<file path="config.mk">
export PLATFORM = sky130hd
export DESIGN_NAME = fp32_reduce_ctrl
export DESIGN_NICKNAME = d
export VERILOG_FILES = /design/src/rtl/fp32_reduce_ctrl.sv
export SDC_FILE = /design/constraint.sdc
export NUM_CORES = 1
export LEC_CHECK = 0
export BUFFER_PORTS_ARGS = -buffer_cell sky130_fd_sc_hd__buf_2
export CORE_UTILIZATION = 42
export DETAILED_ROUTE_END_ITERATION = 6
export PLACE_DENSITY_LB_ADDON = 0.25
export SETUP_SLACK_MARGIN = 0.4
export SYNTH_ARGS = -nofsm -noshare
export SYNTH_HDL_FRONTEND = slang
export SYNTH_SLANG_ARGS = --single-unit
</file>
<file path="constraint.sdc">
create_clock -name clk -period 2 [get_ports clk]
set_input_delay 0.5 -clock clk [delete_from_list [all_inputs] [get_ports clk]]
set_output_delay 0.5 -clock clk [all_outputs]
set_load 0.01 [all_outputs]
</file>
<file path="src/rtl/fp32_reduce_ctrl.sv">
// rtl/fp32_reduce_ctrl.sv - FP32 min/max reduction controller driving a shared external compare unit.
// Elements stream in one at a time; each one after the first is folded into acc through one compare round trip.
module fp32_reduce_ctrl #(
  parameter int LEN_W = 8
) (
  input  logic             clk,
  input  logic             rstn,
  input  logic             i_start,
  input  logic             i_is_max,
  input  logic [LEN_W-1:0] i_len,
  input  logic             i_abort,
  input  logic             s_valid,
  output logic             s_ready,
  input  logic [31:0]      s_data,
  output logic             cmp_valid,
  output logic             cmp_is_max,
  output logic [31:0]      cmp_a,
  output logic [31:0]      cmp_b,
  input  logic             cmp_result_valid,
  input  logic [31:0]      cmp_result,
  output logic             m_valid,
  input  logic             m_ready,
  output logic [31:0]      m_data,
  output logic             o_busy,
  output logic             o_err
);

  typedef enum logic [2:0] {
    IDLE = 3'd0,
    LOAD = 3'd1,
    FEED = 3'd2,
    WAIT = 3'd3,
    DONE = 3'd4
  } state_t;

  state_t           state_q, state_d;
  logic [31:0]      acc_q, acc_d;
  logic [LEN_W-1:0] cnt_q, cnt_d;
  logic [LEN_W-1:0] len_q, len_d;
  logic             is_max_q, is_max_d;
  logic             err_q, err_d;
  logic [LEN_W-1:0] cnt_inc;

  assign cnt_inc = cnt_q + LEN_W'(1);
  assign o_busy  = (state_q != IDLE);
  assign o_err   = err_q;

  always_ff @(posedge clk or negedge rstn) begin
    if (!rstn) begin
      state_q  <= IDLE;
      acc_q    <= '0;
      cnt_q    <= '0;
      len_q    <= '0;
      is_max_q <= 1'b0;
      err_q    <= 1'b0;
    end else begin
      state_q  <= state_d;
      acc_q    <= acc_d;
      cnt_q    <= cnt_d;
      len_q    <= len_d;
      is_max_q <= is_max_d;
      err_q    <= err_d;
    end
  end

  always_comb begin
    state_d    = state_q;
    acc_d      = acc_q;
    cnt_d      = cnt_q;
    len_d      = len_q;
    is_max_d   = is_max_q;
    err_d      = 1'b0;
    s_ready    = 1'b0;
    cmp_valid  = 1'b0;
    cmp_is_max = 1'b0;
    cmp_a      = '0;
    cmp_b      = '0;
    m_valid    = 1'b0;
    m_data     = '0;

    case (state_q)
      IDLE: begin
        if (i_start) begin
          if (i_len != '0) begin
            len_d    = i_len;
            is_max_d = i_is_max;
            cnt_d    = '0;
            state_d  = LOAD;
          end else begin
            err_d = 1'b1;
          end
        end
      end
      LOAD: begin
        s_ready = 1'b1;
        if (s_valid) begin
          acc_d   = s_data;
          cnt_d   = LEN_W'(1);
          state_d = (len_q == LEN_W'(1)) ? DONE : FEED;
        end
      end
      FEED: begin
        s_ready = 1'b1;
        // An aborted cycle issues no compare so no stale result can reach a later run.
        if (s_valid && !i_abort) begin
          cmp_valid  = 1'b1;
          cmp_a      = acc_q;
          cmp_b      = s_data;
          cmp_is_max = is_max_q;
          state_d    = WAIT;
        end
      end
      WAIT: begin
        if (cmp_result_valid) begin
          acc_d   = cmp_result;
          cnt_d   = cnt_inc;
          state_d = (cnt_inc == len_q) ? DONE : FEED;
        end
      end
      DONE: begin
        m_valid = 1'b1;
        m_data  = acc_q;
        if (m_ready) state_d = IDLE;
      end
      default: state_d = IDLE;
    endcase

    if (i_abort) begin
      state_d  = IDLE;
      acc_d    = acc_q;
      cnt_d    = cnt_q;
      len_d    = len_q;
      is_max_d = is_max_q;
      err_d    = 1'b0;
    end
  end

endmodule

</file>
Yosys cells after proc, flatten, opt, wreduce, memory -nomap -nowiden
Index checks and enable logic that the tools add are counted.
- register bits: 53
- bits in latches: 0
- memories: 0
- output and inout port bits: 102
- memory bits (writable): 0
- input bits: 80
- bits in read-only memories: 0
- magnitude comparators: 0
- shift operators: 0
- multiplexer cells: 33
- $mul: 0
- div/mod/pow operators: 0
- eq/ne operators: 16
- reduce and logical (&&, ||, !) cells: 12
- bitwise gates (word level): 1
- add/subtract/negate cells: 1
- operator list (cell ; count):
    32-bit two-way mux ; 7
    32-bit one-hot mux with 2 select lines ; 1
    8-bit two-way mux ; 4
    3-bit two-way mux ; 9
    8-bit one-hot mux with 3 select lines ; 1
    3-bit inequality test, second input constant ; 6
    3-bit one-hot mux with 5 select lines ; 1
    6-bit AND reduction ; 2
    1-bit two-way mux ; 10
    8-bit by 1-bit adder with 8-bit output, second input constant ; 1
    8-bit by 1-bit == test with 1-bit output, second input constant ; 1
    8-bit == test ; 1
    2-bit inequality test, second input constant ; 4
    4-bit AND reduction ; 2
    8-bit nonzero test ; 1
    3-bit by 2-bit == test with 1-bit output, second input constant ; 2
    3-bit nonzero test ; 2
    3-bit by 1-bit == test with 1-bit output, second input constant ; 1
    3-bit == test, second input constant ; 1
    3-bit zero test ; 1
    2-bit nonzero test ; 1
    2-bit OR reduction ; 1
    1-bit logical AND ; 1
    1-bit zero test ; 1
    1-bit inverter ; 1

Logic depth before layout (Yosys ltp)
- word-level depth: 6
- gate-level depth with buffers: 7

Worst setup path after synthesis
Ideal clock, no wire load.
- path kind: register -> output
- start: register state_q[0]
- end: output cmp_a[0]
- setup slack: -0.021 ns
- buffers on the path: 3
- required time: 1.500 ns
- stages on the path, launching flop included: 7
- data arrival time: 1.521 ns
- cells stage by stage: dfrtp_1 -> buf_2 -> nor2b_1 -> and3_1 -> buf_1 -> clkbuf_1 -> and2_1
- cells in the longest elaborated chain, start to end: 2
- RTL lines (item ; RTL line ; source):
    start, declared ; 36 ; state_t state_q, state_d;
    start signal, assigned ; 57 ; state_q <= state_d;
    3-bit by 2-bit == test with 1-bit output ; 81 ; case (state_q)
    32-bit two-way mux ; 81 ;
    end, declared ; 17 ; output logic [31:0] cmp_a,
Every way passes these cells.

Worst setup path after layout
- start: register state_q[0]
- end: output m_data[1]
- cells in the longest elaborated chain, start to end: 2
- RTL lines (item ; RTL line ; source):
    3-bit == test ; 81 ;
    32-bit two-way mux ; 81 ;
    end, declared ; 23 ; output logic [31:0] m_data,
Every way passes these cells.

==> flow_summary.yaml <==
placed_design:
  portBuffers: 181
  dp_hpwl_um: 7546
  placed_cell_area_mm2: 0.004815
  dp.cells: 670
  place_congestion: 0.8503
routing:
  wl_per_cell_um: 17.16
  drt_wl_total_um: 12120
  vias: 3802
  routed_via_density: 5.385
  ant_nets: 0
  first_iter_violations: 155
  firstDrtPassIters: 4
  post-route-drc-count: 0
sta:
  drv_slew: 0
  clock_skew_ns: 0.01390
  timing.fmax_ghz: 0.4692
  slew_headroom: 0.7622
  fin_ws_ns: -0.1312
  hold_viol: 0
  setup-violations-final: 97
  worst_pin_slew_ns: 0.3568
  layout_min_cycle_time_ns: 2.131
  timing.final.crit_share: 1.066
  rsz0062_at_grt: "true"
logic_synthesis:
  syn_avg_cell_area_um2: 8.841
  netlist_area_mm2: 0.003501
  async_flop_share: 1.000
  yosysWarnings: 0
  synth-edff-count: 0
  ys_seq_area_frac: 0.3788
  yosysUniqueCellTypes: 49
  yosys_register_bits: 53
  syn-instance-count: 396
  synth_fp_nets: 477
  synth_ff_type: "dfrtp_1"
floorplan:
  rows: 32
  pin_count: 182
  fp.dieW_um: 93.30
  die_area_mm2: 0.008705
  core_mm2: 0.007888
  initial_core_util: 0.4438
  dieHeight_um: 93.30
clocking:
  clockBufferDepth: 2
  path_clk_slew_ns: 0.10
  cts_tree: "built"
  cts_made_buffers: 5
  htree_levels: 2
  root_buffer: "clkbuf_8"
  cts.sinks: 53
  clk_latency_ns: 0.31
power:
  intPower_uw: 2382
  p_leak_uw: 0.002964
  power.density_mw_per_mm2: 608.2
  total_power_uw: 3570
  switching_share: 0.3327
  seqPwrFrac: 0.470
  combPwrFrac: 0.326
  pwr-share-clk: 0.204
  irDropWorstVdd_mv: 0.4184
  power.switching_uw: 1188
layout:
  fin_cells: 706
  final_common_cell: "buf_2"
  synthToLayoutAreaGrowth_pct: 67.66
  fillers: 570
  nets: 684
  multi_input_area_mm2: 0.002394
  postLayoutCellArea_mm2: 0.005869
  drive_gt1_frac: 0.5877
  regArea_mm2: 0.001330
  antenna_cells: 0
  final_cell_mix: "119 x buf_2, 67 x buf_6, 65 x and2_4, 50 x dfrtp_1, 44 x nand2_1"
  post-route-util: 0.7441
setup_path:
  path_max_fanout: 32
  crit_arrival_ns: 1.63
  crit_chain: "buf_4, nor2_4, buf_12, and3_1, buf_2"
  setup.worst_path.class: "flip-flop to primary output"
  critPathTopFamily: "buffers and inverters"
  cpMaxStageDelayCell: "dfrtp_1"
  timing.critical_path.from_type: "flip-flop"
  cp-end-kind: "primary output"
  cp_slowest_stage_delay_ns: 0.43
  path_buf_inv: 3
  required_ns: 1.50
outcome:
  violations: "setup timing"
  outcome: "finished, violations left"
grt:
  grt.total_usage: 0.2524
  grt_pass1_vias: 3606
  antenna_found_initial: 0
  grt_pass1_wl_um: 17240
  grt_max_degree: 54
  gr-total-overflow: 0
min_path:
  hold_path.class: "primary input to async pin"
job:
  maxCapViolations: 0
==> cells in the mapped netlist, types with 2 or more instances <==
cell type	count	area share
buf_4	2	0.0043
nand4_1	2	0.0036
nand2b_1	2	0.0036
a22oi_1	2	0.0043
o211ai_1	2	0.0043
and2_1	66	0.12
clkbuf_1	22	0.024
or4_1	2	0.0043
nor3_1	6	0.0086
a21oi_1	4	0.0057
nand3_1	5	0.0071
and4_1	2	0.0050
o21ai_0	38	0.054
and3_1	37	0.066
a22o_1	2	0.0050
dfrtp_1	53	0.38
buf_2	4	0.0057
a21boi_0	2	0.0043
mux2i_1	37	0.11
nand2_1	49	0.053
xor2_1	5	0.013
nor2_1	8	0.0086
mux2_4	7	0.030
inv_1	4	0.0043
o22a_1	6	0.015
xnor2_1	4	0.010
==> timing repair <==
action,in CTS,in global routing
resized for setup,73,84
hold buffers,0,0
pin swaps,20,26
buffers inserted,11,9
endpoints found under the setup margin,150,150
gates cloned,4,4
==> metal layers <==
layer  global-route usage  wire length [um]  vias to the layer above
met2               0.4559              6444                      168
li1                     -                 -                     1779
met4              0.08462               245                        0
met3              0.03252               714                       24
met5                    0                 0                        -
met1               0.3089              4713                     1831
==> stage by stage <==
step	setup WS, ns	setup TNS [ns]	hold slack (ns)
finish	-0.1312	-7.933	0.1615
global route	-0.1830	-14.47	0.1861
CTS	-0.1171	-7.597	0.1755
detailed placement	-0.02906	-0.2180	0.4932
global placement	-0.01623	-0.1223	0.4784
floorplan	0.04395	0	0.2044
==> worst paths after layout <==
path,start,to,slack (ns),cells after the start
max,state_q[0]$_DFFE_PN0P_,m_data[1],-0.13,5
min,rstn,cnt_q[6]$_DFFE_PN0P_,0.16,2
max reg2reg,cnt_q[7]$_DFFE_PN0P_,state_q[1]$_DFFE_PN0P_,0.17,5
min reg2reg,acc_q[2]$_DFFE_PN0P_,acc_q[2]$_DFFE_PN0P_,0.52,2
max in group asynchronous,rstn,cnt_q[7]$_DFFE_PN0P_,1.56,2
min in group clk,i_len[2],len_q[2]$_DFFE_PN0P_,0.41,2
==> kinds of logic (layout without fill, tap and decap cells) <==
family	Yosys count	after routing	synth area share
AO/OA/AOI/OAI	67	67	0.1197
XOR/XNOR	9	9	0.02251
adder cells (fa/ha/maj)	1	1	0.003573
buffers and inverters	34	242	0.04217
flip-flops	53	53	0.3788
multiplexers	45	45	0.1390
AND/OR/NAND/NOR	187	187	0.2941
==> area by class of cell <==
class / count / share of cell area
clock buffers: 6 / 0.01236
multi-input cells: 309 / 0.4078
well taps: 102 / 0.02174
repair buffers: 230 / 0.3217
flip-flops and latches: 53 / 0.2266
clock inverters: 2 / 0.006608
inverters: 4 / 0.003198
==> flip-flops by register name, indices dropped and copies added, names as in the netlist <==
name / cells
cnt_q: 8
state_q: 3
o_err: 1
acc_q: 32
len_q: 8
is_max_q: 1
==> power by group through the flow <==
stage,logic (uW),clock network [uW],registers (uW)
after floorplan,612,0,1590
after global placement,850,0,1670
after detailed placement,884,0,1680
after CTS,1050,747,1660
after global routing,1280,785,1720
final,1160,729,1680
(Power assumes the default switching activity.)
